### src/rtl/pe_accum_seq.sv
// Sequential accumulate controller for one systolic PE; drives an external 8-bit add/sub ALU.
// Optional operand forwarding to the east neighbour is enabled with `define PE_PASSTHRU_EN.
module pe_accum_seq #(
  parameter int DW      = 8,
  parameter int CNT_W   = 4,
  parameter int MAX_OPS = 8
) (
  input  logic          clk,
  input  logic          reset_n,
  input  logic          in_valid,
  output logic          in_ready,
  input  logic [DW-1:0] in_data,
  input  logic          in_add_sub,
  input  logic          in_last,
  output logic [DW-1:0] alu_in1,
  output logic [DW-1:0] alu_in2,
  output logic          alu_add_sub,
  output logic          alu_enable,
  input  logic [DW-1:0] alu_result,
  output logic          res_valid,
  input  logic          res_ready,
  output logic [DW-1:0] res_data,
`ifdef PE_PASSTHRU_EN
  output logic          east_valid,
  output logic [DW-1:0] east_data,
  output logic          east_add_sub,
`endif
  output logic          res_err
);

  typedef enum logic [1:0] {IDLE, EXEC, DONE} state_t;

  localparam logic [CNT_W-1:0] MAX_CNT = CNT_W'(MAX_OPS);

  state_t             state, state_nxt;
  logic [DW-1:0]      acc;
  logic [DW-1:0]      opnd_p0;
  logic               opc_p0;
  logic               last_p0;
  logic [CNT_W-1:0]   op_cnt;
  logic               err_r;
  logic               accept;
  logic               done_cond;

  assign accept    = in_valid && in_ready;
  assign done_cond = last_p0 || (op_cnt == MAX_CNT);

  always_ff @(posedge clk or negedge reset_n) begin
    if (!reset_n) state <= IDLE;
    else          state <= state_nxt;
  end

  always_comb begin
    state_nxt = state;
    case (state)
      IDLE:    if (accept) state_nxt = EXEC;
      EXEC: begin
        if (done_cond)   state_nxt = DONE;
        else if (accept) state_nxt = EXEC;
        else             state_nxt = IDLE;
      end
      DONE:    if (res_ready) state_nxt = IDLE;
      default: state_nxt = IDLE;
    endcase
  end

  always_comb begin
    in_ready   = (state != DONE);
    alu_enable = (state == EXEC);
    res_valid  = (state == DONE);
  end

  assign alu_in1     = acc;
  assign alu_in2     = opnd_p0;
  assign alu_add_sub = opc_p0;
  assign res_data    = acc;
  assign res_err     = err_r;

  // Operand capture / accumulate stage; a run ending on MAX_OPS ignores a
  // coincident accept so no operand is loaded into a finished run.
  always_ff @(posedge clk or negedge reset_n) begin
    if (!reset_n) begin
      acc     <= '0;
      opnd_p0 <= '0;
      opc_p0  <= 1'b0;
      last_p0 <= 1'b0;
      op_cnt  <= '0;
      err_r   <= 1'b0;
    end else begin
      case (state)
        IDLE: begin
          if (accept) begin
            opnd_p0 <= in_data;
            opc_p0  <= in_add_sub;
            last_p0 <= in_last;
            op_cnt  <= CNT_W'(1);
          end
        end
        EXEC: begin
          acc <= alu_result;
          if (done_cond) begin
            err_r <= !last_p0;
          end else if (accept) begin
            opnd_p0 <= in_data;
            opc_p0  <= in_add_sub;
            last_p0 <= in_last;
            op_cnt  <= op_cnt + 1'b1;
          end
        end
        DONE: begin
          if (res_ready) begin
            acc    <= '0;
            op_cnt <= '0;
            err_r  <= 1'b0;
          end
        end
        default: ;
      endcase
    end
  end

`ifdef PE_PASSTHRU_EN
  logic          east_vld_p1;
  logic [DW-1:0] east_data_p1;
  logic          east_opc_p1;

  // Forwarding stage: one-cycle copy of every accepted operand, no backpressure.
  always_ff @(posedge clk or negedge reset_n) begin
    if (!reset_n) begin
      east_vld_p1  <= 1'b0;
      east_data_p1 <= '0;
      east_opc_p1  <= 1'b0;
    end else begin
      east_vld_p1 <= accept;
      if (accept) begin
        east_data_p1 <= in_data;
        east_opc_p1  <= in_add_sub;
      end
    end
  end

  assign east_valid   = east_vld_p1;
  assign east_data    = east_data_p1;
  assign east_add_sub = east_opc_p1;
`endif

endmodule

### config.mk
export PLATFORM = sky130hd
export DESIGN_NAME = pe_accum_seq
export DESIGN_NICKNAME = d
export VERILOG_FILES = /design/src/rtl/pe_accum_seq.sv
export SDC_FILE = /design/constraint.sdc
export NUM_CORES = 1
export LEC_CHECK = 0
export ABC_AREA = 1
export CAP_MARGIN = 20
export CORE_MARGIN = 2
export CORE_UTILIZATION = 46
export CTS_BUF_LIST = sky130_fd_sc_hd__clkbuf_4
export DETAILED_ROUTE_END_ITERATION = 8
export MAX_ROUTING_LAYER = met4
export PLACE_DENSITY_LB_ADDON = 0.12
export SYNTH_ARGS = -nofsm -noshare
export SYNTH_HDL_FRONTEND = slang
export SYNTH_SLANG_ARGS = --single-unit
### constraint.sdc
create_clock -name clk -period 1.6 [get_ports clk]
set_input_delay 0.32 -clock clk [delete_from_list [all_inputs] [get_ports clk]]
set_output_delay 0.32 -clock clk [all_outputs]
set_load 0.005 [all_outputs]
# Word-level counts from Yosys, hierarchy flattened
# Index checks and enable logic that the tools add are counted.
# Widths: inputs -> output; s select.
[classes] n_mux=24 n_addsub=1 n_eq_ne=9 reduce_logical=12
[op_table] cell="$pmux 8 s2" n=2
[op_table] cell="$mux 8" n=3
[op_table] cell="$mux 4" n=4
[op_table] cell="$pmux 4 s3" n=1
[op_table] cell="$mux 1" n=7
[op_table] cell="$mux 2" n=3
[op_table] cell="$ne 2x1->1 const B" n=3
[op_table] cell="$ne 2x2->1 const B" n=3
[op_table] cell="$pmux 1 s2" n=3
[op_table] cell="$pmux 2 s3" n=1
[op_table] cell="$reduce_and 2->1" n=3
[op_table] cell="$reduce_and 5->1" n=1
[op_table] cell="$add 4x1->4 const B" n=1
[op_table] cell="$eq 4x4->1 const B" n=1
[op_table] cell="$reduce_bool 2->1" n=2
[op_table] cell="$reduce_and 3->1" n=1
[op_table] cell="$reduce_bool 3->1" n=1
[op_table] cell="$eq 2x1->1 const B" n=1
[op_table] cell="$eq 2x2->1 const B" n=1
[op_table] cell="$logic_not 2->1" n=1
[op_table] cell="$logic_and 1x1->1" n=1
[op_table] cell="$logic_not 1->1" n=1
[op_table] cell="$logic_or 1x1->1" n=1
[totals] out_inout_bits=29 register_bits=25 inputBits=22 elab_cells=53

# Logic depth before layout (Yosys ltp)
[logic_depth] word_depth=5 depth_mapped=9

# Worst setup path before layout
# Ideal clock, no wire load.
[synth_timing] kind="register to register" start="register state[0]" end="register op_cnt[3]" required_ns=1.483 path_stages_with_launch=9 path_buffers=0 setup_ns=0.117 arrival_ns=1.227 path_slack_ns=0.255 path_cell_list="dfrtp_1 -> inv_1 -> ha_1 -> inv_4 -> nand2_4 -> a21oi_1 -> nand3_2 -> nand2_1 -> nand2_1"
[synth_between] word_cells_on_any_way=12 classes_between="eq/ne (7); mux (1); reduce/logical (4)"
[synth_lines] element="from (decl)" line_no="35" rtl="state_t state, state_nxt;"
[synth_lines] element="from (signal assigned)" line_no="50" rtl="else state <= state_nxt;"
[synth_lines] element="$eq 2x2->1 (*)"
[synth_lines] element="named net res_valid" line_no="20" rtl="output logic res_valid,"
[synth_lines] element="$ne 2x1->1 (no line) or $reduce_bool 3->1 (tied branches)"
[synth_lines] element="$reduce_and 5->1 (no line)"
[synth_lines] element="to (signal assigned)" line_no="107" rtl="op_cnt <= op_cnt + 1'b1;"
[synth_lines] element="to (decl)" line_no="40" rtl="logic [CNT_W-1:0] op_cnt;"
# The timed path passes the listed nets; every way through them passes the cells marked *.
# A chain may end at the register's enable or synchronous reset.

# Final worst setup path
[layout_timing] start="register state[1]" end="output alu_enable"
[layout_between] elab_chain_cells=1
[layout_lines] element="$eq 2x1->1" line_no="69" rtl="alu_enable = (state == EXEC);"
[layout_lines] element="to (decl)" line_no="18" rtl="output logic alu_enable,"
# No other way between the ends.

==> run metrics <==
status=finished, violations left; failing checks=design-rule violations; Pwr Density=1664 nW/µm²; port bufs=50; DRT Wirelength=3.126 mm; Final Hold Fails=0; Max FO, Critical Path=2; endpoints failing setup=0; die area=3446 µm²; first-pass GRT wire length=5.326 mm; worst rel slew slack=78.43%; GRT Overall Usage=20.40%; Sinks on Clock Net=25; actual slew at the worst max-slew pin=0.3236 ns; io pins=51; share of cells above drive strength 1=16.36%; Cells after Synth=166; clk buf depth=2; Worst-Skew Late Latency=0.32 ns; routed wire length per instance=12.45 µm; post-synthesis sequential area ratio=45.45%; RD Place Congestion=0.7827; Vias/cell=4.880; Peak supply drop=0.8992 mV; nets=249; CTS tree=yes; CTS Buf Count=3; Ys Warns=0; RSZ-0062 raised after global routing=true; total number of vias=1225; leakage power=0.9895 nW; Area Growth Syn to Fin=42.73%; Core Area=2805 µm²; Mapped Avg Cell Area=8.291 µm²; Hold Buf Count CTS=0; WS Path Type=reg -> out; Post-route DRC=4; Placed Cells=241; Slew Limit Fails=0; Antenna Nets Post-Route=0; final worst path period share=97.97%; H-tree levels=1; final critical-path required period=1.567 ns; Initial Util=49.06%; initial antenna violation count=0; 1st-pass router iterations=6; Yosys reg bits=25; Hold Crit Class=in -> async; clock skew=0.009012 ns; chip width=58.70 µm; Setup crit end kind=primary output; Non-Filler Instances=251; Finished Core Util=70.03%; cell area after synthesis=1376 µm²; Clock Tree Root=clkbuf_4; vias in the first global route=1239; grt ovf=0; Mapped Nets=194; Detailed Place HPWL=2.312 mm; clock transition at the registers of the reported paths=0.15 ns; DR iter-0 viols=54; Max Freq=638.0 MHz; crit path launch type=flip-flop; final setup margin=0.03254 ns; Yosys cell types=21; worst hold slack=0.3410 ns; required time worst endpoint=1.28 ns; largest net degree at the start of global routing=26; Ant. Diodes=0; arrival time at the worst endpoint=1.25 ns; cell row count=19; DIE HEIGHT=58.70 µm; dpl ws=0.01725 ns; Max Cap Viol=0; Tot Pwr=3.268 mW
==> layout by cell type, fill, tap and decap left out, drive strengths merged <==
cell,Yosys,routed
inv,25,25
clkbuf,0,5
buf,11,11
o21bai,1,1
nand2,59,59
dlymetal6s2s,0,1
a21oi,2,2
clkinvlp,0,1
nand3b,1,1
nand3,18,18
ha,6,6
clkdlybuf4s15,0,1
clkdlybuf4s50,0,46
dfrtp,25,25
nor2,6,6
o21ai,12,12
==> cell usage after synthesis <==
master,instances,area [µm²]
nand3_2,2,20.02
o21ai_0,11,55.05
nand2_2,3,18.77
o21bai_1,1,7.510
inv_2,3,11.26
buf_4,8,60.06
nand2_1,54,202.7
dfrtp_1,25,625.6
nand2_4,2,22.52
a21oi_1,1,5.000
buf_8,1,15.01
nor2_1,5,18.77
a21oi_4,1,16.27
nand3b_1,1,7.510
buf_6,2,22.52
inv_1,21,78.83
inv_4,1,6.260
nor2_4,1,11.26
nand3_1,16,80.08
o21ai_4,1,16.27
ha_1,6,75.07
==> final timing paths <==
| check | start | end | slack (ns) | cells past startpoint |
|---|---|---|---|---|
| max | state[1] | alu_enable | 0.03 | 4 |
| min | reset_n | alu_in2[4] | 0.34 | 2 |
| max reg2reg | state[1] | alu_in2[1] | 0.08 | 9 |
| min reg2reg | alu_in2[6] | alu_in2[6] | 0.49 | 2 |
| max in group asynchronous | reset_n | state[1] | 1.01 | 2 |
| min in group clk | alu_in2[6] | alu_in2[6] | 0.49 | 2 |
==> metal layers <==
metal  wire [µm]  vias to the layer above  part of all wire (%)  track usage, %
li1            -                      611                     -               -
met5           0                        -                     0               -
met1        1269                      579                    41           24.36
met4          34                        0                   1.1           4.870
met2        1637                       31                    52           36.60
met3         184                        4                   5.9           2.637
==> through the flow <==
stage | TNS [ns] | area [µm²]
after CTS | 0 | 1924
after detailed placement | 0 | 1856
after global routing | -0.04070 | 1964
final | 0 | 1964
after floorplan | 0 | 1376
after global placement | 0 | 1856
==> cell type report <==
class,instances,area (µm²)
Timing Repair Buffer,61,584.3
Sequential cell,25,625.6
Tap cell,31,38.79
Inverter,25,98.84
Multi-Input combinational cell,105,586.8
Clock inverter,1,7.507
Clock buffer,3,22.52
Fill cell,230,840.8
==> where the power goes <==
part,switching (mW),internal [mW]
clock network,0.198,0.0953
logic,0.910,1.01
registers,0.163,0.889
==> flip-flops by register name (all words and copies together), names as in the netlist <==
signal and flops:
alu_add_sub 1, alu_in1 8, alu_in2 8, last_p0 1, op_cnt 4, res_err 1
state 2
==> kinds of logic (layout without fill, tap and decap cells) <==
logic type / count (synthesis) / in the layout / synth area share (%)
AOI/OAI and AO/OA: 15 / 15 / 7.273
adders and majority gates: 6 / 6 / 5.454
buffers and inverters: 36 / 90 / 14.09
DFF: 25 / 25 / 45.45
and+or+nand+nor: 84 / 84 / 27.73
==> worst max-delay path: stages, from the launching register on <==
cell	delay [ns]
dfrtp_1	0.41
buf_4	0.15
inv_4	0.06
ha_4	0.12
clkdlybuf4s15_2	0.19
==> timing repair <==
item                                    in CTS  in global routing
buffers inserted                             3                  3
resized for setup                           12                  8
endpoints found under the setup margin       3                 16
pin swaps                                    1                  0
(Power assumes the default switching activity.)
